$ cat config.mk
export PLATFORM = sky130hd
export DESIGN_NAME = ps2_keypad_flat
export DESIGN_NICKNAME = d
export VERILOG_FILES = /design/src/rtl/calc_pkg.sv /design/src/rtl/ps2_keypad_if.sv /design/src/rtl/ps2_rx.sv /design/src/rtl/ps2_keypad.sv /design/src/flat_wrapper.sv
export SDC_FILE = /design/constraint.sdc
export NUM_CORES = 1
export LEC_CHECK = 0
export ABC_AREA = 1
export ABC_CLOCK_PERIOD_IN_PS = 1600
export CAP_MARGIN = 10
export CORE_ASPECT_RATIO = 1.25
export CORE_MARGIN = 3
export CORE_UTILIZATION = 30
export DETAILED_ROUTE_END_ITERATION = 8
export MAX_ROUTING_LAYER = met4
export SLEW_MARGIN = 20
export SYNTH_ARGS = -nofsm -noshare
export SYNTH_HDL_FRONTEND = slang
export SYNTH_SLANG_ARGS = --single-unit
$ cat constraint.sdc
create_clock -name clk -period 1.6 [get_ports clk]
set_input_delay 0.48 -clock clk [delete_from_list [all_inputs] [get_ports clk]]
set_output_delay 0.48 -clock clk [all_outputs]
set_load 0.02 [all_outputs]
$ cat src/rtl/calc_pkg.sv
// Shared calculator definitions: key codes, PS/2 set-2 scan codes and the keypad decode table.
package calc_pkg;

    localparam int unsigned KEY_W  = 11;
    localparam int unsigned CODE_W = 4;
    localparam int unsigned BYTE_W = 8;

    localparam logic [CODE_W-1:0] KEY_PLUS  = 4'd10;
    localparam logic [CODE_W-1:0] KEY_MINUS = 4'd11;
    localparam logic [CODE_W-1:0] KEY_MUL   = 4'd12;
    localparam logic [CODE_W-1:0] KEY_DIV   = 4'd13;
    localparam logic [CODE_W-1:0] KEY_ENTER = 4'd14;

    localparam logic [BYTE_W-1:0] SC_0     = 8'h70;
    localparam logic [BYTE_W-1:0] SC_1     = 8'h69;
    localparam logic [BYTE_W-1:0] SC_2     = 8'h72;
    localparam logic [BYTE_W-1:0] SC_3     = 8'h7A;
    localparam logic [BYTE_W-1:0] SC_4     = 8'h6B;
    localparam logic [BYTE_W-1:0] SC_5     = 8'h73;
    localparam logic [BYTE_W-1:0] SC_6     = 8'h74;
    localparam logic [BYTE_W-1:0] SC_7     = 8'h6C;
    localparam logic [BYTE_W-1:0] SC_8     = 8'h75;
    localparam logic [BYTE_W-1:0] SC_9     = 8'h7D;
    localparam logic [BYTE_W-1:0] SC_PLUS  = 8'h79;
    localparam logic [BYTE_W-1:0] SC_MINUS = 8'h7B;
    localparam logic [BYTE_W-1:0] SC_MUL   = 8'h7C;
    localparam logic [BYTE_W-1:0] SC_DIV   = 8'h4A;
    localparam logic [BYTE_W-1:0] SC_ENTER = 8'h5A;
    localparam logic [BYTE_W-1:0] SC_EXT   = 8'hE0;
    localparam logic [BYTE_W-1:0] SC_BRK   = 8'hF0;

    typedef enum logic [1:0] {RX_IDLE, RX_DATA, RX_PARITY, RX_STOP} rx_state_e;

    typedef struct packed {
        logic              hit;
        logic [CODE_W-1:0] code;
    } key_dec_t;

    // Keypad scan code to key code; divide only exists behind the E0 prefix.
    function automatic key_dec_t decode_scan(input logic [BYTE_W-1:0] sc, input logic ext);
        key_dec_t d;
        d.hit  = 1'b1;
        d.code = '0;
        case (sc)
            SC_0:     d.code = 4'd0;
            SC_1:     d.code = 4'd1;
            SC_2:     d.code = 4'd2;
            SC_3:     d.code = 4'd3;
            SC_4:     d.code = 4'd4;
            SC_5:     d.code = 4'd5;
            SC_6:     d.code = 4'd6;
            SC_7:     d.code = 4'd7;
            SC_8:     d.code = 4'd8;
            SC_9:     d.code = 4'd9;
            SC_PLUS:  d.code = KEY_PLUS;
            SC_MINUS: d.code = KEY_MINUS;
            SC_MUL:   d.code = KEY_MUL;
            SC_ENTER: d.code = KEY_ENTER;
            SC_DIV: begin
                d.hit  = ext;
                d.code = KEY_DIV;
            end
            default:  d.hit = 1'b0;
        endcase
        return d;
    endfunction

endpackage

$ cat src/rtl/ps2_keypad_if.sv
// PS/2 line inputs and calculator key outputs of the keypad front end.
interface ps2_keypad_if;
    import calc_pkg::*;

    logic             ps2_clk;
    logic             ps2_data;
    logic [KEY_W-1:0] key_code;
    logic             key_valid;
    logic             frame_err;

    modport master (input ps2_clk, input ps2_data, output key_code, output key_valid, output frame_err);
    modport slave  (output ps2_clk, output ps2_data, input key_code, input key_valid, input frame_err);
endinterface

$ cat src/rtl/ps2_rx.sv
// PS/2 byte receiver: line synchronizers, clock deglitch filter, frame FSM and inter-edge timeout.
module ps2_rx
    import calc_pkg::*;
#(
    parameter int unsigned FILTER_LEN  = 8,
    parameter int unsigned TIMEOUT_CYC = 100000
) (
    input  logic              clk,
    input  logic              rst,
    input  logic              ps2_clk,
    input  logic              ps2_data,
    output logic [BYTE_W-1:0] rx_byte_c,
    output logic              byte_valid_c,
    output logic              err_c
);
    localparam int unsigned FCNT_W = $clog2(FILTER_LEN + 1);
    localparam int unsigned TO_W   = $clog2(TIMEOUT_CYC + 1);

    logic              clk_s1_q, clk_s1_d, clk_s2_q, clk_s2_d;
    logic              dat_s1_q, dat_s1_d, dat_s2_q, dat_s2_d;
    logic              filt_q, filt_d;
    logic [FCNT_W-1:0] fcnt_q, fcnt_d;
    rx_state_e         state_q, state_d;
    logic [2:0]        bit_cnt_q, bit_cnt_d;
    logic [BYTE_W-1:0] shift_q, shift_d;
    logic              par_q, par_d;
    logic [TO_W-1:0]   to_cnt_q, to_cnt_d;
    logic              fall_c;

    always_ff @(posedge clk) begin
        if (rst) begin
            clk_s1_q  <= 1'b1;
            clk_s2_q  <= 1'b1;
            dat_s1_q  <= 1'b1;
            dat_s2_q  <= 1'b1;
            filt_q    <= 1'b1;
            fcnt_q    <= '0;
            state_q   <= RX_IDLE;
            bit_cnt_q <= '0;
            shift_q   <= '0;
            par_q     <= 1'b0;
            to_cnt_q  <= '0;
        end else begin
            clk_s1_q  <= clk_s1_d;
            clk_s2_q  <= clk_s2_d;
            dat_s1_q  <= dat_s1_d;
            dat_s2_q  <= dat_s2_d;
            filt_q    <= filt_d;
            fcnt_q    <= fcnt_d;
            state_q   <= state_d;
            bit_cnt_q <= bit_cnt_d;
            shift_q   <= shift_d;
            par_q     <= par_d;
            to_cnt_q  <= to_cnt_d;
        end
    end

    // Filtered clock flips only after FILTER_LEN consecutive disagreeing samples.
    always_comb begin
        clk_s1_d = ps2_clk;
        clk_s2_d = clk_s1_q;
        dat_s1_d = ps2_data;
        dat_s2_d = dat_s1_q;
        filt_d   = filt_q;
        fcnt_d   = '0;
        if (clk_s2_q != filt_q) begin
            if (fcnt_q == FCNT_W'(FILTER_LEN - 1)) filt_d = clk_s2_q;
            else                                  fcnt_d = fcnt_q + FCNT_W'(1);
        end
        fall_c = filt_q & ~filt_d;
    end

    always_comb begin
        state_d      = state_q;
        bit_cnt_d    = bit_cnt_q;
        shift_d      = shift_q;
        par_d        = par_q;
        to_cnt_d     = '0;
        byte_valid_c = 1'b0;
        err_c        = 1'b0;
        rx_byte_c    = shift_q;
        if (state_q != RX_IDLE && !fall_c) to_cnt_d = to_cnt_q + TO_W'(1);

        if (state_q != RX_IDLE && !fall_c && to_cnt_q == TO_W'(TIMEOUT_CYC)) begin
            state_d  = RX_IDLE;
            to_cnt_d = '0;
            err_c    = 1'b1;
        end else if (fall_c) begin
            case (state_q)
                RX_IDLE: begin
                    if (!dat_s2_q) begin
                        state_d   = RX_DATA;
                        bit_cnt_d = '0;
                        par_d     = 1'b0;
                    end
                end
                RX_DATA: begin
                    shift_d   = {dat_s2_q, shift_q[BYTE_W-1:1]};
                    par_d     = par_q ^ dat_s2_q;
                    bit_cnt_d = bit_cnt_q + 3'd1;
                    if (bit_cnt_q == 3'd7) state_d = RX_PARITY;
                end
                RX_PARITY: begin
                    par_d   = par_q ^ dat_s2_q;
                    state_d = RX_STOP;
                end
                RX_STOP: begin
                    state_d = RX_IDLE;
                    if (dat_s2_q && par_q) byte_valid_c = 1'b1;
                    else                   err_c        = 1'b1;
                end
                default: state_d = RX_IDLE;
            endcase
        end
    end
endmodule

$ cat src/rtl/ps2_keypad.sv
// PS/2 keyboard to calculator keypad: prefix tracking, key decode and typematic suppression.
module ps2_keypad
    import calc_pkg::*;
#(
    parameter int unsigned FILTER_LEN  = 8,
    parameter int unsigned TIMEOUT_CYC = 100000
) (
    input  logic          clk,
    input  logic          rst,
    ps2_keypad_if.master  bus
);
    logic [BYTE_W-1:0] rx_byte_c;
    logic              byte_valid_c, err_c;
    key_dec_t          dec_c;
    logic              same_c;

    logic              ext_q, ext_d, brk_q, brk_d, lock_q, lock_d;
    logic [CODE_W-1:0] key_code_q, key_code_d;
    logic              key_valid_q, key_valid_d, frame_err_q, frame_err_d;

    ps2_rx #(.FILTER_LEN(FILTER_LEN), .TIMEOUT_CYC(TIMEOUT_CYC)) u_rx (
        .clk          (clk),
        .rst          (rst),
        .ps2_clk      (bus.ps2_clk),
        .ps2_data     (bus.ps2_data),
        .rx_byte_c    (rx_byte_c),
        .byte_valid_c (byte_valid_c),
        .err_c        (err_c)
    );

    assign dec_c  = decode_scan(rx_byte_c, ext_q);
    // key_code_q doubles as the last emitted code for the typematic lock.
    assign same_c = lock_q && (key_code_q == dec_c.code);

    always_ff @(posedge clk) begin
        if (rst) begin
            ext_q       <= 1'b0;
            brk_q       <= 1'b0;
            lock_q      <= 1'b0;
            key_code_q  <= '0;
            key_valid_q <= 1'b0;
            frame_err_q <= 1'b0;
        end else begin
            ext_q       <= ext_d;
            brk_q       <= brk_d;
            lock_q      <= lock_d;
            key_code_q  <= key_code_d;
            key_valid_q <= key_valid_d;
            frame_err_q <= frame_err_d;
        end
    end

    always_comb begin
        ext_d       = ext_q;
        brk_d       = brk_q;
        lock_d      = lock_q;
        key_code_d  = key_code_q;
        key_valid_d = 1'b0;
        frame_err_d = 1'b0;
        if (err_c) begin
            frame_err_d = 1'b1;
            ext_d       = 1'b0;
            brk_d       = 1'b0;
        end else if (byte_valid_c) begin
            if (rx_byte_c == SC_EXT) begin
                ext_d = 1'b1;
            end else if (rx_byte_c == SC_BRK) begin
                brk_d = 1'b1;
            end else begin
                ext_d = 1'b0;
                brk_d = 1'b0;
                if (dec_c.hit) begin
                    if (brk_q) begin
                        if (same_c) lock_d = 1'b0;
                    end else if (!same_c) begin
                        key_valid_d = 1'b1;
                        key_code_d  = dec_c.code;
                        lock_d      = 1'b1;
                    end
                end
            end
        end
    end

    assign bus.key_code  = KEY_W'(key_code_q);
    assign bus.key_valid = key_valid_q;
    assign bus.frame_err = frame_err_q;
endmodule

$ cat src/flat_wrapper.sv
// flat-port wrapper written by rule: the top's interface ports become plain ports
module ps2_keypad_flat import calc_pkg::*;
#(
    parameter int unsigned FILTER_LEN  = 8,
    parameter int unsigned TIMEOUT_CYC = 100000
)
  (clk, rst, bus_ps2_clk, bus_ps2_data, bus_key_code, bus_key_valid, bus_frame_err);
  ps2_keypad_if bus_i ();
  input  logic clk;
  input  logic rst;
  input wire logic [$bits(bus_i.ps2_clk)-1:0] bus_ps2_clk;
  input wire logic [$bits(bus_i.ps2_data)-1:0] bus_ps2_data;
  output wire logic [$bits(bus_i.key_code)-1:0] bus_key_code;
  output wire logic [$bits(bus_i.key_valid)-1:0] bus_key_valid;
  output wire logic [$bits(bus_i.frame_err)-1:0] bus_frame_err;
  assign bus_i.ps2_clk = bus_ps2_clk;
  assign bus_i.ps2_data = bus_ps2_data;
  assign bus_key_code = bus_i.key_code;
  assign bus_key_valid = bus_i.key_valid;
  assign bus_frame_err = bus_i.frame_err;
  ps2_keypad #(.FILTER_LEN(FILTER_LEN), .TIMEOUT_CYC(TIMEOUT_CYC)) u_core (.clk(clk), .rst(rst), .bus(bus_i));
endmodule
==> results of run 1 <==
## flip-flops by register name (all words and copies together) (netlist names), 2 cells and up
signal	count
u_core.key_code_q	4
u_core.u_rx.bit_cnt_q	3
u_core.u_rx.fcnt_q	4
u_core.u_rx.rx_byte_c	8
u_core.u_rx.state_q	2
u_core.u_rx.to_cnt_q	17
## cell usage after synthesis (4+ instances only)
cell type and n:
nand2_1 75, nor2_1 61, dfxtp_1 49, inv_1 45, a21oi_1 20, nand3_1 18, o21ai_0 15, nor2_2 13
ha_1 11, nand2_2 8, buf_4 7, nor3_1 7, xor2_1 7, nand4_1 5, or2_2 5, nand3_2 4
## cell type report
type	instances	share of cell area (%)
well taps	117	3.462
multi-input cells	279	45.92
inverters	48	4.438
repair buffers	94	19.53
clock inverters	2	0.8876
flip-flops and latches	49	23.82
clock buffers	6	1.953
## path summary, 6_finish.rpt
check	startpoint	end
max	u_core.u_rx.fcnt_q[0]	u_core.key_code_q[0]
min	u_core.u_rx.clk_s1_q	u_core.u_rx.clk_s2_q
max reg2reg	u_core.u_rx.fcnt_q[0]	u_core.key_code_q[0]
min reg2reg	u_core.u_rx.clk_s1_q	u_core.u_rx.clk_s2_q
## critical path, cell delays in order (launching register included)
cell and delay (ns):
dfxtp_2 0.36, ha_4 0.15, nand3_4 0.08, nor2_4 0.12, nand2_4 0.10, nor2_4 0.13
nand2_2 0.08, nor2_4 0.14, nand3_2 0.09, nor2_4 0.20, nand2_4 0.10, nand2_1 0.07
nand2_1 0.05, nor2_2 0.09
## cells by family (layout without fill, tap and decap cells)
logic type,after synthesis,in the layout,synth area share (%)
other,1,7,0.1404
AOI/OAI and AO/OA,42,42,8.341
adders and majority gates,11,11,5.155
xor gates and xnor gates,9,9,2.952
DFF,49,49,36.74
buffers and inverters,60,150,9.794
and+or+nand+nor,209,210,36.88
## metal layers
metal	track usage (%)	up-vias	wire length, um
li1	-	1380	-
met1	14.05	1283	2752
met2	24.53	42	4041
met3	2.500	16	183
met4	3.371	0	154
met5	-	-	0
## metrics by stage
| step | TNS (ns) | util (%) | power, W | instances |
|---|---|---|---|---|
| 2_1_floorplan | -0.2221 | - | 0.001303 | 387 |
| 3_3_place_gp | -1.826 | 40.88 | 0.001316 | 571 |
| 3_5_place_dp | -2.414 | 40.88 | 0.001316 | 571 |
| 4_1_cts | -1.263 | 44.30 | 0.002255 | 585 |
| 5_1_grt | -4.296 | 50.19 | 0.002301 | 595 |
| 6_report | -2.104 | 50.19 | 0.002231 | 595 |
## what timing repair did
item	in CTS	in global routing
gates resized for setup	42	112
buffers inserted	4	14
pin swaps	17	36
endpoints found under the setup margin	27	39
gates cloned	2	1
## power groups by stage
stage,clock [W],sequential [W],combinational [W]
floorplan,0,0.00125,0.0000481
global placement,0,0.00125,0.0000609
detailed placement,0,0.00126,0.0000611
CTS,0.000966,0.00123,0.0000624
global route,0.00100,0.00122,0.0000758
finish,0.000941,0.00122,0.0000692
==> out/results.tsv, run 1 <==
metric	value	unit
status	complete, but fails checks	
failing checks	negative setup slack	
# diodes	0	
crit share post-route	113.3	%
kind of critical path	reg2reg	
Place WS	-0.2160	ns
Req. time, crit path	1.86	ns
net switching power	0.0004764	W
full die area	10080	um2
syn avg cell area	7.008	um2
# setup viols final	19	
RSZ-0062 raised after global routing	true	
cell count after synthesis	381	
#FFs+latches synth	49	
number of synthesized flops with an enable pin	0	
vias	2721	
die width	90.38	um
crit path capture type	flip-flop	
final worst slack	-0.2128	ns
gp weighted congestion	0.8737	
Peak Freq	551.6	MHz
Leak	1.854	nW
row count	37	
Iter 0 DRT Violations	77	
vias in the first global route	2598	
Seq/Total Area, Yosys	36.74	%
HPWL Detailed	4.523	mm
Peak VDD IR	0.3899	mV
clk_lat worst skew	0.31	ns
synthesized area	2670	um2
clock period minus worst slack	1.813	ns
r2r setup slk	-0.21	ns
CTS tree	done	
wire per inst	11.99	um
Ys Warns	0	
largest net degree at the start of global routing	17	
commonest non-fill, non-tap cell in the layout	buf_4	
Critical Path AT	2.07	ns
GRT overflow	0	
ys flop type	dfxtp_1	
area grow syn2layout	58.39	%
core footprint	8426	um2
Hold-fix buffers, CTS	0	
first-pass detailed-route iteration total	4	
max-cap violation count	0	
Power Dens Cells	527.4	nW/um2
Final Skew	0.01208	ns
vias per inst	4.573	
main area contributors after synthesis	dfxtp_1, nand2_1, nor2_1	
Initial Utilization	31.69	%
Synth top area share	36.74	%
switching share of power	21.36	%
All-Layer GR Usage	13.10	%
FFs w/ async S/R, synth	0	%
CTS clock-pin slew for the worst setup and hold paths	0.10	ns
Seq. cell area	1007	um2
Seq pwr share	54.7	%
dominant cell type by area after synthesis	dfxtp_1	
most frequent cells in the layout	buf_4, nand2_1, inv_1, dfxtp_1, nor2_1	
Buffers on Ports	9	
internal power	0.001754	W
cell area after layout	4229	um2
Slew Viols, Final	0	
clock tree buffer depth	2	
Final Hold Fails	0	
Synth cell types	34	
# fillers	798	
Die Ht	111.5	um
number of antenna violations at the first check in global routing	0	
nets	492	
Clock Tree Root	clkbuf_8	
number of I/O pins	17	
final hold slack	0.4152	ns
Gate power share	3.1	%
Num Clock Sinks	49	
CP Launch Type	flip-flop	
Reg2Reg Depth	13	
Placed Area	3445	um2
first-pass GRT wire length	10.94	mm
clock power share	42.2	%
layout cells sized above 1	47.91	%
routed wire length	7.132	mm
HP Class	reg2reg	
area of the multi-input gates	1942	um2
maximum fanout along the worst path	5	
H-tree depth	2	
DRT antenna net count	0	
Num CTS Buffers	5	
DRC viols	0	
Hold Crit Depth	1	
No activity file was read; power rests on OpenSTA's default activity.
==> inputs of run 2 (changes only) <==
--- a/config.mk
+++ b/config.mk
@@ -11,6 +11,7 @@
 export CORE_ASPECT_RATIO = 1.25
 export CORE_MARGIN = 3
 export CORE_UTILIZATION = 30
+export CTS_BUF_LIST = sky130_fd_sc_hd__clkbuf_4 sky130_fd_sc_hd__clkbuf_8
 export DETAILED_ROUTE_END_ITERATION = 8
 export MAX_ROUTING_LAYER = met4
 export SLEW_MARGIN = 20
==> results of run 2 <==
Same layout as run 1: the final DEF is identical, and so are final timing and power.
